--- config.mk ---
export PLATFORM = sky130hd
export DESIGN_NAME = eth_frame_tx_param
export DESIGN_NICKNAME = d
export VERILOG_FILES = /design/src/rtl/eth_tx_pkg.sv /design/src/rtl/eth_crc32_byte.sv /design/src/rtl/eth_frame_tx_param.sv
export SDC_FILE = /design/constraint.sdc
export NUM_CORES = 1
export LEC_CHECK = 0
export CORE_AREA = 2 2 158 129
export CTS_CLUSTER_DIAMETER = 100
export CTS_CLUSTER_SIZE = 16
export DETAILED_ROUTE_END_ITERATION = 6
export DIE_AREA = 0 0 160 131
export PLACE_DENSITY = 0.76
export SLEW_MARGIN = 25
export SYNTH_ARGS = -nofsm -noshare
export SYNTH_HDL_FRONTEND = slang
export SYNTH_HIERARCHICAL = 1
export SYNTH_SLANG_ARGS = --single-unit
--- constraint.sdc ---
create_clock -name iclk -period 7.4 [get_ports iclk]
set_clock_uncertainty 0.05 [all_clocks]
set_input_delay 2.22 -clock iclk [delete_from_list [all_inputs] [get_ports iclk]]
set_output_delay 2.22 -clock iclk [all_outputs]
set_load 0.01 [all_outputs]
--- src/rtl/eth_tx_pkg.sv ---
// Shared types and constants for the byte-wide Ethernet frame transmitter.
package eth_tx_pkg;

  typedef enum logic [3:0] {
    ST_IDLE     = 4'd0,
    ST_PREAMBLE = 4'd1,
    ST_SFD      = 4'd2,
    ST_DADDR    = 4'd3,
    ST_SADDR    = 4'd4,
    ST_LENTYPE  = 4'd5,
    ST_DATA     = 4'd6,
    ST_PAD      = 4'd7,
    ST_FCS      = 4'd8,
    ST_IFG      = 4'd9
  } eth_st_e;

  localparam logic [7:0]  PREAMBLE_BYTE = 8'h55;
  localparam logic [7:0]  SFD_BYTE      = 8'hD5;
  localparam logic [31:0] CRC_POLY_REFL = 32'hEDB88320;
  localparam logic [31:0] CRC_INIT      = 32'hFFFFFFFF;
  localparam int          HDR_BYTES     = 14;
  localparam int          FCS_BYTES     = 4;

  typedef struct packed {
    logic [47:0] daddr;
    logic [47:0] saddr;
    logic [15:0] lentype;
  } eth_hdr_t;

  // Header byte idx in wire order: daddr MSB first, then saddr, then length/type.
  function automatic logic [7:0] hdr_byte(input eth_hdr_t h, input int idx);
    logic [8*HDR_BYTES-1:0] v;
    v = h;
    return v[8*(HDR_BYTES-1-idx) +: 8];
  endfunction

endpackage

--- src/rtl/eth_crc32_byte.sv ---
// Byte-serial reflected CRC-32 (IEEE 802.3); ocrc is already final-XORed.
module eth_crc32_byte
  import eth_tx_pkg::*;
(
  input  logic        iclk,
  input  logic        irst,
  input  logic        iinit,
  input  logic        ien,
  input  logic [7:0]  idata,
  output logic [31:0] ocrc
);

  logic [31:0] crc_q, crc_d, nxt;

  always_comb begin
    nxt = crc_q ^ {24'h0, idata};
    for (int i = 0; i < 8; i++)
      nxt = nxt[0] ? ((nxt >> 1) ^ CRC_POLY_REFL) : (nxt >> 1);
    crc_d = crc_q;
    if (iinit)    crc_d = CRC_INIT;
    else if (ien) crc_d = nxt;
  end

  always_ff @(posedge iclk) begin
    if (irst) crc_q <= CRC_INIT;
    else      crc_q <= crc_d;
  end

  assign ocrc = ~crc_q;

endmodule

--- src/rtl/eth_frame_tx_param.sv ---
// Ethernet frame transmitter: preamble/SFD, header, payload, pad, FCS, IFG.
// All outputs are registered; state_q is the state of the byte now on obyte.
module eth_frame_tx_param
  import eth_tx_pkg::*;
#(
  parameter int PREAMBLE_BYTES = 7,
  parameter int IFG_BYTES      = 12,
  parameter int MIN_PAYLOAD    = 46,
  parameter int MAX_PAYLOAD    = 1500,
  parameter int LEN_W          = 11
) (
  input  logic             iclk,
  input  logic             irst,
  input  logic             istart,
  input  logic [LEN_W-1:0] ilen,
  input  logic [47:0]      idaddr,
  input  logic [47:0]      isaddr,
  input  logic [15:0]      ilentype,
  input  logic [7:0]       idata,
  input  logic             idata_valid,
  output logic             odata_ready,
  output logic [7:0]       obyte,
  output logic             ovalid,
  output logic             osof,
  output logic             oeof,
  output logic [3:0]       ost,
  output logic             obusy,
  output logic             oerr_len,
  output logic             ounderrun
);

  eth_st_e          state_q, state_d;
  logic [LEN_W-1:0] cnt_q, cnt_d, len_q, len_d;
  eth_hdr_t         hdr_q, hdr_d;
  logic             bad_q, bad_d;
  logic [7:0]       obyte_q, obyte_d;
  logic             ovalid_q, ovalid_d, osof_q, osof_d, oeof_q, oeof_d;
  logic             obusy_q, obusy_d, oerr_len_q, oerr_len_d, ounderrun_q, ounderrun_d;
  logic             crc_init, crc_en;
  logic [31:0]      crc, fcs;

  always_comb begin
    state_d     = state_q;
    cnt_d       = cnt_q + 1'b1;
    len_d       = len_q;
    hdr_d       = hdr_q;
    bad_d       = bad_q;
    oerr_len_d  = 1'b0;
    crc_init    = 1'b0;
    unique case (state_q)
      ST_IDLE: begin
        cnt_d = '0;
        if (istart) begin
          if (ilen > LEN_W'(MAX_PAYLOAD)) oerr_len_d = 1'b1;
          else begin
            state_d  = ST_PREAMBLE;
            len_d    = ilen;
            hdr_d    = '{daddr: idaddr, saddr: isaddr, lentype: ilentype};
            bad_d    = 1'b0;
            crc_init = 1'b1;
          end
        end
      end
      ST_PREAMBLE: if (cnt_q == LEN_W'(PREAMBLE_BYTES - 1)) begin state_d = ST_SFD; cnt_d = '0; end
      ST_SFD:      begin state_d = ST_DADDR; cnt_d = '0; end
      ST_DADDR:    if (cnt_q == LEN_W'(5)) begin state_d = ST_SADDR; cnt_d = '0; end
      ST_SADDR:    if (cnt_q == LEN_W'(5)) begin state_d = ST_LENTYPE; cnt_d = '0; end
      ST_LENTYPE: if (cnt_q == LEN_W'(1)) begin
        cnt_d = '0;
        if (len_q != '0)                      state_d = ST_DATA;
        else if (MIN_PAYLOAD > 0)             state_d = ST_PAD;
        else                                  state_d = ST_FCS;
      end
      // PAD keeps counting from ilen so its end is simply MIN_PAYLOAD-1.
      ST_DATA: if (cnt_q == len_q - 1'b1) begin
        if (len_q < LEN_W'(MIN_PAYLOAD)) state_d = ST_PAD;
        else begin state_d = ST_FCS; cnt_d = '0; end
      end
      ST_PAD:  if (cnt_q == LEN_W'(MIN_PAYLOAD - 1)) begin state_d = ST_FCS; cnt_d = '0; end
      ST_FCS:  if (cnt_q == LEN_W'(FCS_BYTES - 1)) begin state_d = ST_IFG; cnt_d = '0; end
      ST_IFG:  if (cnt_q == LEN_W'(IFG_BYTES - 1)) begin state_d = ST_IDLE; cnt_d = '0; end
      default: begin state_d = ST_IDLE; cnt_d = '0; end
    endcase

    odata_ready = (state_d == ST_DATA) && !irst;
    ounderrun_d = (state_d == ST_DATA) && !idata_valid;
    bad_d       = bad_d | ounderrun_d;
    fcs         = bad_q ? ~crc : crc;
    obyte_d     = 8'h00;
    unique case (state_d)
      ST_PREAMBLE: obyte_d = PREAMBLE_BYTE;
      ST_SFD:      obyte_d = SFD_BYTE;
      ST_DADDR:    obyte_d = hdr_byte(hdr_q, int'(cnt_d));
      ST_SADDR:    obyte_d = hdr_byte(hdr_q, 6 + int'(cnt_d));
      ST_LENTYPE:  obyte_d = hdr_byte(hdr_q, 12 + int'(cnt_d));
      ST_DATA:     obyte_d = idata_valid ? idata : 8'h00;
      ST_FCS:      obyte_d = fcs[8*cnt_d[1:0] +: 8];
      default:     obyte_d = 8'h00;
    endcase
    ovalid_d = (state_d != ST_IDLE) && (state_d != ST_IFG);
    osof_d   = (state_d == ST_PREAMBLE) && (cnt_d == '0);
    oeof_d   = (state_d == ST_FCS) && (cnt_d == LEN_W'(FCS_BYTES - 1));
    obusy_d  = (state_d != ST_IDLE);
    crc_en   = (state_d == ST_DADDR) || (state_d == ST_SADDR) || (state_d == ST_LENTYPE) ||
               (state_d == ST_DATA)  || (state_d == ST_PAD);
  end

  always_ff @(posedge iclk) begin
    if (irst) begin
      state_q     <= ST_IDLE;
      cnt_q       <= '0;
      len_q       <= '0;
      hdr_q       <= '0;
      bad_q       <= 1'b0;
      obyte_q     <= 8'h00;
      ovalid_q    <= 1'b0;
      osof_q      <= 1'b0;
      oeof_q      <= 1'b0;
      obusy_q     <= 1'b0;
      oerr_len_q  <= 1'b0;
      ounderrun_q <= 1'b0;
    end else begin
      state_q     <= state_d;
      cnt_q       <= cnt_d;
      len_q       <= len_d;
      hdr_q       <= hdr_d;
      bad_q       <= bad_d;
      obyte_q     <= obyte_d;
      ovalid_q    <= ovalid_d;
      osof_q      <= osof_d;
      oeof_q      <= oeof_d;
      obusy_q     <= obusy_d;
      oerr_len_q  <= oerr_len_d;
      ounderrun_q <= ounderrun_d;
    end
  end

  eth_crc32_byte u_crc (
    .iclk  (iclk),
    .irst  (irst),
    .iinit (crc_init),
    .ien   (crc_en),
    .idata (obyte_d),
    .ocrc  (crc)
  );

  assign obyte     = obyte_q;
  assign ovalid    = ovalid_q;
  assign osof      = osof_q;
  assign oeof      = oeof_q;
  assign ost       = state_q;
  assign obusy     = obusy_q;
  assign oerr_len  = oerr_len_q;
  assign ounderrun = ounderrun_q;

endmodule

# After elaboration in Yosys (flattened, before gate mapping)
# Index checks and enable logic that the tools add are counted.
# word_totals
output_inout_bits	19
regBits	185
in_bits	135
# op_classes
magnitude_cmp	2
bitwise	15
mux	40
n_addsub	7
reduce_logical	19
eq_ne	26
shifts	4
# ops
op	n
two-way mux 32 bit	9
indexed part select 112 x 16 -> 8 bit	2
NOT 13 -> 14 bit	8
indexed part select 112 x 15 -> 8 bit	1
two-way mux 11 bit	8
one-hot mux 11 bit (7 select lines)	1
NOT 32 bit	2
one-hot mux 8 bit (7 select lines)	1
two-way mux 4 bit	11
one-hot mux 4 bit (10 select lines)	1
equality test 4 x 3 -> 1 bit (second input constant)	8
indexed part select 32 x 6 -> 8 bit	1
XOR 32 x 8 -> 32 bit	1
subtractor 4 x 12 -> 13 bit (first input constant)	2
equality test 11 x 2 -> 1 bit (second input constant)	2
equality test 11 x 3 -> 1 bit (second input constant)	2
equality test 4 x 2 -> 1 bit (second input constant)	4
adder 3 x 11 -> 12 bit (first input constant)	1
adder 4 x 11 -> 12 bit (first input constant)	1
equality test 4 bit (second input constant)	3
subtractor 4 x 11 -> 12 bit (first input constant)	1
adder 11 x 1 -> 11 bit (second input constant)	1
equality test 11 x 1 -> 1 bit (second input constant)	1
equality test 11 bit	1
21 further kinds	40

# Longest topological paths before layout
# depth
ltp_word	25
depth_mapped	25
mapped_depth_nobuf	22

# Modules after synthesis
# The synthesis kept the hierarchy.
# by_module_without_submodules
mod	area_per_inst_um2	instances	cells_each
eth_frame_tx_param	8313.0	1	1080
eth_crc32_byte	2229.6	1	211

# Least setup slack after synthesis
# OpenSTA, ideal clock, no wires.
# synth_path
kind	input port to flip-flop
start	input port ilen[0]
end	register u_crc.crc_q[17]
required_ns	7.207
path_buffers	2
path_slack_ns	0.987
setup_ns	0.143
cell_stages	17
arrival_ns	6.220
cell_sequence	o2111a_1 o311ai_0 nand2b_1 clkbuf_1 nand3_1 or3_1 clkbuf_1 o21ai_0 nand3_1 nand2_1 mux4_2 a221oi_2 o311ai_1 xnor2_4 xnor3_2 xnor3_1 o211ai_1
# synth_between
elab_chain_len	19
elab_cells_between_ends	34
classes_between	1 x order compare; 8 x eq/ne; 15 x mux; 5 x bitwise; 5 x reduce/logical
# synth_lines
element	line	rtl
start, declared	eth_frame_tx_param.sv:15	input logic [LEN_W-1:0] ilen,
> comparator 11 bit (*)	eth_frame_tx_param.sv:54	if (ilen > LEN_W'(MAX_PAYLOAD)) oerr_len_d = 1'b1;
two-way mux 4 bit (*)	eth_frame_tx_param.sv:54	
two-way mux 4 bit (*)	eth_frame_tx_param.sv:53	if (istart) begin
one-hot mux 4 bit (10 select lines) (*)	eth_frame_tx_param.sv:50	unique case (state_q)
equality test 4 bit, or another cell as far along	eth_frame_tx_param.sv:90	unique case (state_d)
one-hot mux 8 bit (7 select lines) (*)	eth_frame_tx_param.sv:90	
via obyte_d[0]	eth_frame_tx_param.sv:36	logic [7:0] obyte_q, obyte_d;
XOR 32 x 8 -> 32 bit (*)	eth_crc32_byte.sv:16	nxt = crc_q ^ {24'h0, idata};
two-way mux 32 bit (*)	eth_crc32_byte.sv:18	nxt = nxt[0] ? ((nxt >> 1) ^ CRC_POLY_REFL) : (nxt >> 1);
NOT 13 -> 14 bit (no line)	--	
two-way mux 32 bit (*) (2 in series)	eth_crc32_byte.sv:18	
NOT 13 -> 14 bit (no line)	--	
two-way mux 32 bit (*)	eth_crc32_byte.sv:18	
NOT 13 -> 14 bit (no line)	--	
two-way mux 32 bit (*)	eth_crc32_byte.sv:18	
NOT 13 -> 14 bit (no line)	--	
two-way mux 32 bit (*) (3 in series)	eth_crc32_byte.sv:18	
end signal, assigned	eth_crc32_byte.sv:26	else crc_q <= crc_d;
end, declared	eth_crc32_byte.sv:13	logic [31:0] crc_q, crc_d, nxt;
# The timed path passes the listed nets; every way through them passes the cells marked *.
# A chain may end at the register's enable or synchronous reset.

# Final worst setup path
# layout_path
start	input port ilen[0]
end	output port odata_ready
# layout_between
elab_chain_len	6
# layout_lines
element	line	rtl
> comparator 11 bit	eth_frame_tx_param.sv:54	
two-way mux 4 bit	eth_frame_tx_param.sv:54	
two-way mux 4 bit	eth_frame_tx_param.sv:53	
one-hot mux 4 bit (10 select lines)	eth_frame_tx_param.sv:50	
equality test 4 x 3 -> 1 bit	eth_frame_tx_param.sv:85	odata_ready = (state_d == ST_DATA) && !irst;
logical AND 1 bit	eth_frame_tx_param.sv:85	
end, declared	eth_frame_tx_param.sv:21	output logic odata_ready,
# No other way between the ends.

==> impl_metrics.env <==
export IMPL_setup_violations=0
export IMPL_via_per_inst=5.74
export IMPL_dp_hpwl_um=21500
export IMPL_clkSinkCount=185
export IMPL_synth_area_um2=10500
export IMPL_clock_path_buffers=2
export IMPL_route_detailed_drc=0
export IMPL_ant_nets=0
export IMPL_slew_headroom=0.378
export IMPL_grt_pass1_vias=8877
export IMPL_synthFlopType="dfxtp_1"
export IMPL_fin_setup_tns_ps=0
export IMPL_wl_um=29500
export IMPL_ir_drop_uv=129
export IMPL_ios=154
export IMPL_worst_slew_pin_slew_ps=933
export IMPL_cts_buffers=17
export IMPL_fin_crit_sh=0.972
export IMPL_ys_ff_latch=185
export IMPL_leakage_nw=5.17
export IMPL_clk_pin_slew_worst_paths_ps=70
export IMPL_syn_area_per_cell_um2=8.17
export IMPL_die_area_um2=21000
export IMPL_grt_max_degree=111
export IMPL_path_class="in -> out"
export IMPL_worstPathMaxFanout=4
export IMPL_drtIter0Drc=875
export IMPL_max_cap_violations=0
export IMPL_rsz0062_at_grt="no"
export IMPL_seq_area_frac_synth=0.351
export IMPL_coreArea_um2=19500
export IMPL_nNetsFinal=1543
export IMPL_outcome="finished, final reports clean"
export IMPL_crit_path_end_kind="output pin"
export IMPL_htreeDepth=4
export IMPL_cts_setup_buffers=0
export IMPL_p_per_area_nw_per_um2=194
export IMPL_critical_path_required_ps=5130
export IMPL_period_needed_ps=7190
export IMPL_cts_tree="yes"
export IMPL_rows=46
export IMPL_routabilityCongestion=0.909
export IMPL_synth_fp_nets=1434
export IMPL_portBuffers=153
export IMPL_antenna_cells=0
export IMPL_synthCells=1291
export IMPL_antenna_found_initial=0
export IMPL_stdcell_area_um2=12900
export IMPL_num_vias=9627
export IMPL_max_freq_ghz=0.139
export IMPL_clock_latency_ps=440
export IMPL_ys_warn_count=6
export IMPL_drt_pass1_iter_count=7
export IMPL_dieHeight_um=131
export IMPL_critical_path_arrival_ps=4920
export IMPL_nFillCells=1660
export IMPL_root_buffer="clkbuf_16"
export IMPL_hold_path_class="reg -> reg"
export IMPL_async_flop_share=0
export IMPL_grt_overflow_total=0
export IMPL_p_total_mw=2.49
export IMPL_synthDistinctLibCells=87
export IMPL_critPathLaunchType="input port"
export IMPL_grtUsageTotal=0.282
export IMPL_start_util=0.542
export IMPL_synth_edff_count=0
export IMPL_drv_slew=0
export IMPL_finalHoldViolCount=0
export IMPL_post_drt_wl_per_cell_um=17.6
export IMPL_area_delta_synth_final_pct=22.1
export IMPL_die_width_um=160
export IMPL_layout_drive_gt1_share=0.0870
export IMPL_grt_pass1_wl_um=46900
export IMPL_placed_cell_area_um2=12300
==> Yosys cell counts (6+ instances only) <==
master / n / area, um2
mux2i_1: 19 / 190
xnor2_4: 7 / 193
nand3_1: 28 / 140
nand2b_1: 14 / 87.6
and2_1: 8 / 50.1
dfxtp_1: 185 / 3700
nor4_1: 14 / 87.6
or3_1: 6 / 37.5
a21oi_1: 138 / 691
nor2b_1: 10 / 62.6
xor2_1: 17 / 149
a211oi_1: 10 / 75.1
and3_1: 6 / 37.5
xnor3_1: 15 / 338
mux4_2: 15 / 338
a31oi_1: 12 / 75.1
o22ai_1: 15 / 93.8
clkbuf_1: 75 / 282
xnor2_1: 50 / 438
nand2_1: 310 / 1160
xnor2_2: 6 / 97.6
buf_2: 7 / 35.0
o21ai_0: 22 / 110
nor2_1: 62 / 233
o211ai_1: 34 / 255
inv_1: 55 / 206
o31ai_1: 7 / 52.6
a2111oi_0: 6 / 52.6
ha_1: 8 / 100
nor3_1: 20 / 100
==> cells in the final DEF (no fill, tap or decap), types with 4 or more instances in the layout <==
cell type	instances
a2111oi_0	6
a211o_1	5
a211oi_1	10
a21oi_1	138
a221o_1	4
a22o_1	4
a31oi_1	12
a41oi_1	4
and2_1	8
and3_1	6
buf_4	25
clkbuf_16	17
clkdlybuf4s50_1	152
clkinv_8	6
dfxtp_1	185
ha_1	8
inv_1	55
mux2_2	4
mux2i_1	19
mux4_2	15
nand2_1	310
nand2b_1	13
nand3_1	28
nor2_1	61
nor2b_1	10
nor3_1	20
nor4_1	13
o211ai_1	34
o21ai_0	22
o21ai_1	4
o22ai_1	15
o31ai_1	7
or3_1	6
xnor2_1	50
xnor2_2	6
xnor2_4	7
xnor3_1	15
xor2_1	17
==> worst paths after layout <==
kind / startpoint / to / slack [ps] / depth (start not counted)
min reg2reg: hdr_q[40] / hdr_q[40] / 410 / 2
max: ilen[0] / odata_ready / 210 / 9
max reg2reg: cnt_q[0] / u_crc/crc_q[17] / 650 / 22
min: hdr_q[40] / hdr_q[40] / 410 / 2
==> area by class of cell <==
class / instances / area (um2) / share of cell area
Timing Repair Buffer: 178 / 1720 / 0.134
Multi-Input combinational cell: 959 / 6290 / 0.488
Sequential cell: 185 / 3700 / 0.288
Clock inverter: 14 / 179 / 0.0139
Tap cell: 264 / 330 / 0.0257
Inverter: 59 / 223 / 0.0173
Clock buffer: 18 / 429 / 0.0333
==> registers in the layout (all words and copies together), names as in the netlist, 4 cells and up <==
register	count
obyte	8
len_q	11
cnt_q	11
hdr_q	112
u_crc/crc_q	32
ost	4
==> what timing repair did <==
action | 4_1_cts | 5_1_grt
setup endpoints to repair | 0 | 1
gates resized for setup | 0 | 1
hold buffers | 0 | 0
==> through the flow <==
stage | utilization | instances | worst slack, ps | hold WS [ps]
2_1_floorplan | - | 1291 | 987 | 382
3_3_place_gp | 0.630 | 1645 | 175 | 390
3_5_place_dp | 0.630 | 1645 | 132 | 397
4_1_cts | 0.661 | 1677 | 114 | 407
5_1_grt | 0.662 | 1677 | 91.4 | 425
6_report | 0.662 | 1677 | 211 | 408
==> cell families (layout without fill, tap and decap cells) <==
logic type                 Yosys count  in the layout  synth area share
muxes                               38             38            0.0544
xor gates and xnor gates           101            101             0.128
adders and majority gates            8              8           0.00949
DFF                                185            185             0.351
and+or+nand+nor                    506            506             0.213
buffers and inverters              147            269            0.0539
AOI/OAI and AO/OA                  306            306             0.191
==> critical path, stage by stage <==
cell and delay, ps:
clkdlybuf4s50_1 480, o2111a_1 200, o311ai_0 220, nand2b_4 160
nand3_1 70, or3_1 350, or2_4 290, nor4_2 310
clkdlybuf4s50_1 600
==> layer usage <==
layer | up-vias | track usage | share of wire
li1 | 4696 | - | -
met3 | 58 | 0.0634 | 0.084
met1 | 4477 | 0.395 | 0.45
met5 | - | 0 | 0
met4 | 0 | 0.0922 | 0.024
met2 | 396 | 0.436 | 0.44
==> report_power, final <==
group	switching, mW	leakage [nW]	internal, mW
Sequential	0.0335	1.51	1.04
Clock	0.458	0.289	0.460
Combinational	0.255	3.37	0.242
Total	0.746	5.17	1.75
Power figures use the tool's default switching activity.
